--- src/rtl/vga_out_ctrl.sv ---
`default_nettype none
// ============================================================================
// Module      : vga_out_ctrl
// Description : Display-side timing and output stage for the image filter
//               pipe. Divides Clock by two into a pixel enable, runs the
//               raster H/V counters, issues one read strobe per active pixel
//               to the filter output line buffer, and registers the returned
//               RGB plus sync/blank/frame-start onto the VGA DAC pins.
// Ports       : Clock, Resetn (async, active-low), Enable
//               Clock_en, H_Count[10:0], V_Count[9:0], Frame_start
//               oRead_out_en       -> filter iRead_out_en
//               R_in/G_in/B_in     <- filter output buffer data
//               VGA_R/G/B, VGA_HS, VGA_VS, VGA_BLANK_N, VGA_SYNC_N -> DAC
// Revision    : 1.0 - initial release
// ============================================================================
module vga_out_ctrl #(
    parameter int H_SYNC   = 120,
    parameter int H_BACK   = 96,
    parameter int H_ACTIVE = 640,
    parameter int H_FRONT  = 64,
    parameter int V_SYNC   = 6,
    parameter int V_BACK   = 29,
    parameter int V_ACTIVE = 480,
    parameter int V_FRONT  = 10
) (
    input  logic        Clock,
    input  logic        Resetn,
    input  logic        Enable,
    output logic        Clock_en,
    output logic [10:0] H_Count,
    output logic [9:0]  V_Count,
    output logic        oRead_out_en,
    input  logic [7:0]  R_in,
    input  logic [7:0]  G_in,
    input  logic [7:0]  B_in,
    output logic [7:0]  VGA_R,
    output logic [7:0]  VGA_G,
    output logic [7:0]  VGA_B,
    output logic        VGA_HS,
    output logic        VGA_VS,
    output logic        VGA_BLANK_N,
    output logic        VGA_SYNC_N,
    output logic        Frame_start
);

    localparam logic [10:0] c_h_last        = 11'(H_SYNC + H_BACK + H_ACTIVE + H_FRONT - 1);
    localparam logic [10:0] c_h_sync        = 11'(H_SYNC);
    // The fetch window runs one pixel ahead of the active window: the strobe
    // issued while the counter shows pixel N-1 delivers data for pixel N.
    localparam logic [10:0] c_h_fetch_first = 11'(H_SYNC + H_BACK - 1);
    localparam logic [10:0] c_h_fetch_last  = 11'(H_SYNC + H_BACK + H_ACTIVE - 2);
    localparam logic [9:0]  c_v_last        = 10'(V_SYNC + V_BACK + V_ACTIVE + V_FRONT - 1);
    localparam logic [9:0]  c_v_sync        = 10'(V_SYNC);
    localparam logic [9:0]  c_v_act_first   = 10'(V_SYNC + V_BACK);
    localparam logic [9:0]  c_v_act_last    = 10'(V_SYNC + V_BACK + V_ACTIVE - 1);

    logic        r_clock_en;
    logic [10:0] r_h_count;
    logic [9:0]  r_v_count;
    logic        r_read_en;
    logic [7:0]  r_vga_r;
    logic [7:0]  r_vga_g;
    logic [7:0]  r_vga_b;
    logic        r_vga_hs;
    logic        r_vga_vs;
    logic        r_blank_n;
    logic        r_frame_start;

    logic        w_h_wrap;
    logic [10:0] w_h_next;
    logic [9:0]  w_v_next;
    logic        w_fetch_now;
    logic        w_fetch_next;

    function automatic logic f_in_fetch(input logic [10:0] h, input logic [9:0] v);
        return (v >= c_v_act_first) && (v <= c_v_act_last) &&
               (h >= c_h_fetch_first) && (h <= c_h_fetch_last);
    endfunction

    // Raster position after the next pixel advance.
    always_comb begin
        w_h_wrap = (r_h_count == c_h_last);
        w_h_next = w_h_wrap ? 11'd0 : r_h_count + 11'd1;
        w_v_next = r_v_count;
        if (w_h_wrap) begin
            w_v_next = (r_v_count == c_v_last) ? 10'd0 : r_v_count + 10'd1;
        end
        w_fetch_now  = f_in_fetch(r_h_count, r_v_count);
        w_fetch_next = f_in_fetch(w_h_next, w_v_next);
    end

    always_ff @(posedge Clock or negedge Resetn) begin
        if (!Resetn) begin
            r_clock_en    <= 1'b0;
            r_h_count     <= 11'd0;
            r_v_count     <= 10'd0;
            r_read_en     <= 1'b0;
            r_vga_r       <= 8'd0;
            r_vga_g       <= 8'd0;
            r_vga_b       <= 8'd0;
            r_vga_hs      <= 1'b1;
            r_vga_vs      <= 1'b1;
            r_blank_n     <= 1'b0;
            r_frame_start <= 1'b0;
        end else if (!Enable) begin
            // Disabled: park the raster at the origin with blanked outputs so
            // re-enable restarts exactly like a fresh reset.
            r_clock_en    <= 1'b0;
            r_h_count     <= 11'd0;
            r_v_count     <= 10'd0;
            r_read_en     <= 1'b0;
            r_vga_r       <= 8'd0;
            r_vga_g       <= 8'd0;
            r_vga_b       <= 8'd0;
            r_vga_hs      <= 1'b1;
            r_vga_vs      <= 1'b1;
            r_blank_n     <= 1'b0;
            r_frame_start <= 1'b0;
        end else begin
            r_clock_en    <= ~r_clock_en;
            // Strobe lands in the Clock_en=0 half of the pixel, so it looks at
            // the position the counter is about to take.
            r_read_en     <= r_clock_en & w_fetch_next;
            // Counters hold while Clock_en=0, so the origin test on the
            // current position is the position of the coming Clock_en=1 cycle.
            r_frame_start <= ~r_clock_en & (r_h_count == 11'd0) & (r_v_count == 10'd0);
            if (r_clock_en) begin
                r_h_count <= w_h_next;
                r_v_count <= w_v_next;
                // RAM data for the strobe of the previous Clock is on the
                // inputs now; blank follows the same fetch qualification.
                r_blank_n <= w_fetch_now;
                r_vga_r   <= w_fetch_now ? R_in : 8'd0;
                r_vga_g   <= w_fetch_now ? G_in : 8'd0;
                r_vga_b   <= w_fetch_now ? B_in : 8'd0;
                r_vga_hs  <= (r_h_count >= c_h_sync);
                r_vga_vs  <= (r_v_count >= c_v_sync);
            end
        end
    end

    assign Clock_en     = r_clock_en;
    assign H_Count      = r_h_count;
    assign V_Count      = r_v_count;
    assign oRead_out_en = r_read_en;
    assign VGA_R        = r_vga_r;
    assign VGA_G        = r_vga_g;
    assign VGA_B        = r_vga_b;
    assign VGA_HS       = r_vga_hs;
    assign VGA_VS       = r_vga_vs;
    assign VGA_BLANK_N  = r_blank_n;
    assign VGA_SYNC_N   = 1'b0;
    assign Frame_start  = r_frame_start;

endmodule
`default_nettype wire

--- config.mk ---
export PLATFORM = sky130hd
export DESIGN_NAME = vga_out_ctrl
export DESIGN_NICKNAME = d
export VERILOG_FILES = /design/src/rtl/vga_out_ctrl.sv
export SDC_FILE = /design/constraint.sdc
export NUM_CORES = 1
export LEC_CHECK = 0
export CAP_MARGIN = 20
export CORE_ASPECT_RATIO = 0.7
export CORE_UTILIZATION = 45
export CTS_CLUSTER_SIZE = 14
export DETAILED_ROUTE_END_ITERATION = 8
export PLACE_DENSITY = 0.75
export SLEW_MARGIN = 20
export SYNTH_ARGS = -nofsm -noshare
export SYNTH_HDL_FRONTEND = slang
export SYNTH_SLANG_ARGS = --single-unit
--- constraint.sdc ---
create_clock -name Clock -period 3.15 [get_ports Clock]
set_input_delay 0.4725 -clock Clock [delete_from_list [all_inputs] [get_ports Clock]]
set_output_delay 0.4725 -clock Clock [all_outputs]
set_load 0.01 [all_outputs]
== After elaboration in Yosys (flattened, before gate mapping) ==
Index checks and enable logic that the tools add are counted.
Cells by class
  bitwise logic cells: 4
  $lt $le $gt $ge: 10
  add/subtract/negate cells: 2
  equality and inequality tests: 3
  multiplexer cells: 25
  reductions and logical operators: 8
Operators with widths (count)
  $mux W8: 9
  $mux W10: 4
  $mux W11: 3
  $ge A11 B8 Y1 const B: 2
  $le A11 B10 Y1 const B: 2
  $ge A10 B6 Y1 const B: 2
  $le A10 B10 Y1 const B: 2
  $add A11 B1 Y11 const B: 1
  $eq A11 B10 Y1 const B: 1
  $ge A11 B7 Y1 const B: 1
  $logic_not A11 Y1: 1
  $add A10 B1 Y10 const B: 1
  $eq A10 B10 Y1 const B: 1
  $ge A10 B3 Y1 const B: 1
  $logic_not A10 Y1: 1
  $mux W1: 9
  $logic_and A1 B1 Y1: 6
  $and A1 B1 Y1: 3
  $ne A2 B1 Y1 const B: 1
  $not A1 Y1: 1
Storage, ports and cells
  input bits: 27
  register bits: 51

== Logic depth before layout (Yosys ltp) ==
  word-level depth: 9
  mapped depth: 9
  gate-level depth less buffers: 9

== Worst setup path after synthesis ==
Ideal clock, no wire load.
  path kind: register to register
  from: register r_h_count[1], in the netlist H_Count[1]
  to: register r_read_en, in the netlist oRead_out_en
  stages on the path, launching flop included: 9
  data required time: 3.063 ns
  setup time: 0.087 ns
  path buffers: 0
  data arrival time: 2.379 ns
  path slack: 0.684 ns
  cell sequence: dfrtp_1 ha_1 nand3_1 or2_1 or4_1 o2111ai_1 nand3_1 o22a_1 a211oi_2
Between the ends
  word-level cells in the longest chain between the ends: 8
RTL lines
  from (decl): line 58  | logic [10:0] r_h_count;
  from (signal assigned): line 128  | r_h_count <= w_h_next;
  branches (longest 5 deep; another with $add A11 B1 Y11)
  $logic_and A1 B1 Y1 *: line 77  | (h >= c_h_fetch_first) && (h <= c_h_fetch_last);
  $and A1 B1 Y1 *: line 123  | r_read_en <= r_clock_en & w_fetch_next;
  $mux W1 *: line 105  | end else if (!Enable) begin
  to (signal assigned): line 123
  to (decl): line 60  | logic r_read_en;
Every way passes the cells marked *.
A chain may end at the register's enable or synchronous reset.

== Worst setup path after layout ==
Same ends and word-level chain as after synthesis.

==> run summary <==
Setup slack after layout -> 332 ps
Crit path launch type -> flip-flop
Final clock period utilization by the worst path -> 89.5%
WP data arrival -> 3040 ps
RSZ-0062 raised after global routing -> false
Fin util -> 61.3%
Clock root cell -> clkbuf_8
Cell Pwr Density -> 307 nW/um2
Post-DP Area -> 3740 um2
Combinational family with the most area after synthesis -> simple AND/OR/NAND/NOR gates
Nets@finish -> 403
Mapped cell area -> 2930 um2
Layout cell share with drive strength beyond 1 -> 7.59%
Synth area leaders -> dfrtp_1, a22o_1, ha_1
Final setup fails -> 0
FF-to-FF Start -> H_Count[1]$_DFFE_PN0N_
DRT iter0 DRCs -> 195
Cell Count Post-Placement -> 439
Routed WL per cell -> 16.6 um
Async SR Flop Fraction -> 100%
Reg-to-reg endpoint -> oRead_out_en$_DFF_PN0_
CP endpoint kind -> flip-flop
Worst clock skew -> 2.55 ps
TritonCTS clock tree -> done
DP Wirelength -> 5260 um
Core footprint -> 6250 um2
Met3 usage -> 5.95%
Worst-case clock buffer depth -> 2
Initial antenna violation count -> 0
Worst-Margin Slew -> 643 ps
Fin Setup TNS -> 0 ps
First-pass DRT Iterations -> 7
Vias in the first global route -> 2477
Most common cell in the netlist -> dfrtp_1
GP Congestion -> 0.868
Number of synthesized flops with an enable pin -> 0
First-pass GRT wire length -> 12500 um
Max frequency -> 355 MHz
Largest net degree at the start of global routing -> 36
Die ar. -> 6850 um2
Pwr Total -> 1.18 mW
Req. time, crit path -> 3370 ps
Share of the synthesized area in the top cell type -> 41.8%
Fill cells -> 535
Final Instance Area -> 3830 um2
PortBufs -> 77
Chip Height -> 69.6 um
Hold Slack -> 86.6 ps
Total track usage -> 23.0%
Seq/Total Area, Yosys -> 43.6%
GR peak layer -> met1
Synth warnings -> 0
Clock slew at reported path FFs -> 100 ps
Final ANT Viol Nets -> 0
Via density -> 5.87
Synth Flop Type -> dfrtp_1
Adder-Cell Fraction of Synth Area -> 3.41%
Rel. slew slack -> 56.7%
CTS Hold Bufs -> 0
Final std cells w/o fill -> 447
Die width -> 98.5 um
Met1 Use GR -> 35.5%
H-tree depth -> 2
Dpl ws -> 439 ps
GRT met2 Usage -> 32.2%
R2r setup slk -> 330 ps
Post-synthesis mux area share -> 1.36%
WL final -> 7440 um
DRC -> 0
Via Count -> 2624
Cts repair resizes -> 0
Leakage -> 1.60 nW
XOR/XNOR Fraction of Synth Area -> 3.58%
Setup Buffers After CTS -> 0
Hold WC Path Type -> primary input to asynchronous set/reset pin
Synth Area in Simple Gates -> 23.4%
VDD IR max -> 0.000164 V
I/O Pins -> 79
Post-synthesis instance total -> 300
Synth Register Bits -> 51
Area grow syn2layout -> 30.6%
Starting density of the core -> 47.0%
CP max FO -> 9
Final hold violations -> 0
Area leader, netlist -> dfrtp_1
Gr ovfl total -> 0
Slew Limit Fails -> 0
Worst-case reg-to-reg path depth -> 8
Final Critical Period -> 2820 ps
Outcome -> completed
Netlist cell types -> 62
Complex-gate fraction of the synthesized area -> 20.0%
Syn_area_per_cell -> 9.78 um2
Max-Cap Viols -> 0
WS Path Type -> flip-flop to flip-flop
CTS Buf Count -> 5
Ant diodes -> 0
Cell Rows -> 24
Synth cell count leaders -> dfrtp_1, a22o_1, nand2_1, clkbuf_1
Clk sinks -> 51
Post-synth net total -> 335
Clock latency on the worst-skew pair -> 300 ps
cell type report:
class | count | area, um2 | area share (%)
clock buffers | 6 | 72.6 | 1.89
clock inverters | 2 | 16.3 | 0.425
inverters | 6 | 22.5 | 0.588
multi-input cells | 220 | 1530 | 39.8
flip-flops and latches | 51 | 1280 | 33.4
well taps | 78 | 97.6 | 2.55
repair buffers | 84 | 818 | 21.4
registers in the layout, summed over array words and instances (netlist names):
signal / count
V_Count: 10
oRead_out_en: 1
H_Count: 11
VGA_BLANK_N: 1
Clock_en: 1
VGA_B: 8
Frame_start: 1
VGA_HS: 1
VGA_VS: 1
VGA_G: 8
VGA_R: 8
worst max-delay path, cell delays in order, from the launching register on:
cell       delay (ps)
dfrtp_1           510
ha_1              340
nand3_1           230
or2_1             310
or4_1             600
o2111ai_1         220
nand3_1           120
o22a_1            220
a211oi_2          190
how the worst max path moves through the flow:
stage                                      start                     end  cells after the start  slack [ps]
final                     H_Count[1]$_DFFE_PN0N_  oRead_out_en$_DFF_PN0_                      8         330
after global routing      H_Count[1]$_DFFE_PN0N_  oRead_out_en$_DFF_PN0_                      8         190
after CTS                 H_Count[1]$_DFFE_PN0N_  oRead_out_en$_DFF_PN0_                      8         390
after detailed placement  H_Count[1]$_DFFE_PN0N_  oRead_out_en$_DFF_PN0_                      8         440
after global placement    H_Count[1]$_DFFE_PN0N_  oRead_out_en$_DFF_PN0_                      8         570
after floorplan           H_Count[1]$_DFFE_PN0N_  oRead_out_en$_DFF_PN0_                      8         680
report_power, final:
part | switching, mW | internal (mW) | total (mW) | leakage [nW]
sequential | 0.0120 | 0.662 | 0.674 | 0.702
clock | 0.227 | 0.160 | 0.387 | 0.0418
combinational | 0.0572 | 0.0575 | 0.115 | 0.854
total | 0.296 | 0.880 | 1.18 | 1.60
cells in the final DEF, fill, tap and decap left out, types with 4 or more instances in the layout:
cell type,instances
nor2b_1,7
nor2_1,13
nor3_1,8
xnor2_1,7
o21ai_1,5
dfrtp_1,49
o21ai_0,6
mux2i_1,4
nand2_1,23
buf_4,7
nand4_1,5
a22o_1,24
clkbuf_8,5
and3_1,8
or3_1,5
xor2_1,5
nand2b_1,5
clkdlybuf4s50_1,76
ha_1,8
and2_1,11
nor4_1,4
inv_1,6
nand3_1,13
a21oi_1,10
per-layer routing:
metal,up-vias,wire (um)
li1,1238,-
met1,1259,3620
met2,121,3140
met3,6,623
met4,0,52
met5,-,0
cell families after synthesis:
| group | count (synthesis) |
|---|---|
| flip-flops | 51 |
| XOR/XNOR | 12 |
| buffers and inverters | 29 |
| other | 1 |
| AO/OA/AOI/OAI | 77 |
| multiplexers | 4 |
| AND/OR/NAND/NOR | 118 |
| adder cells (fa/ha/maj) | 8 |
Power figures use the tool's default switching activity.
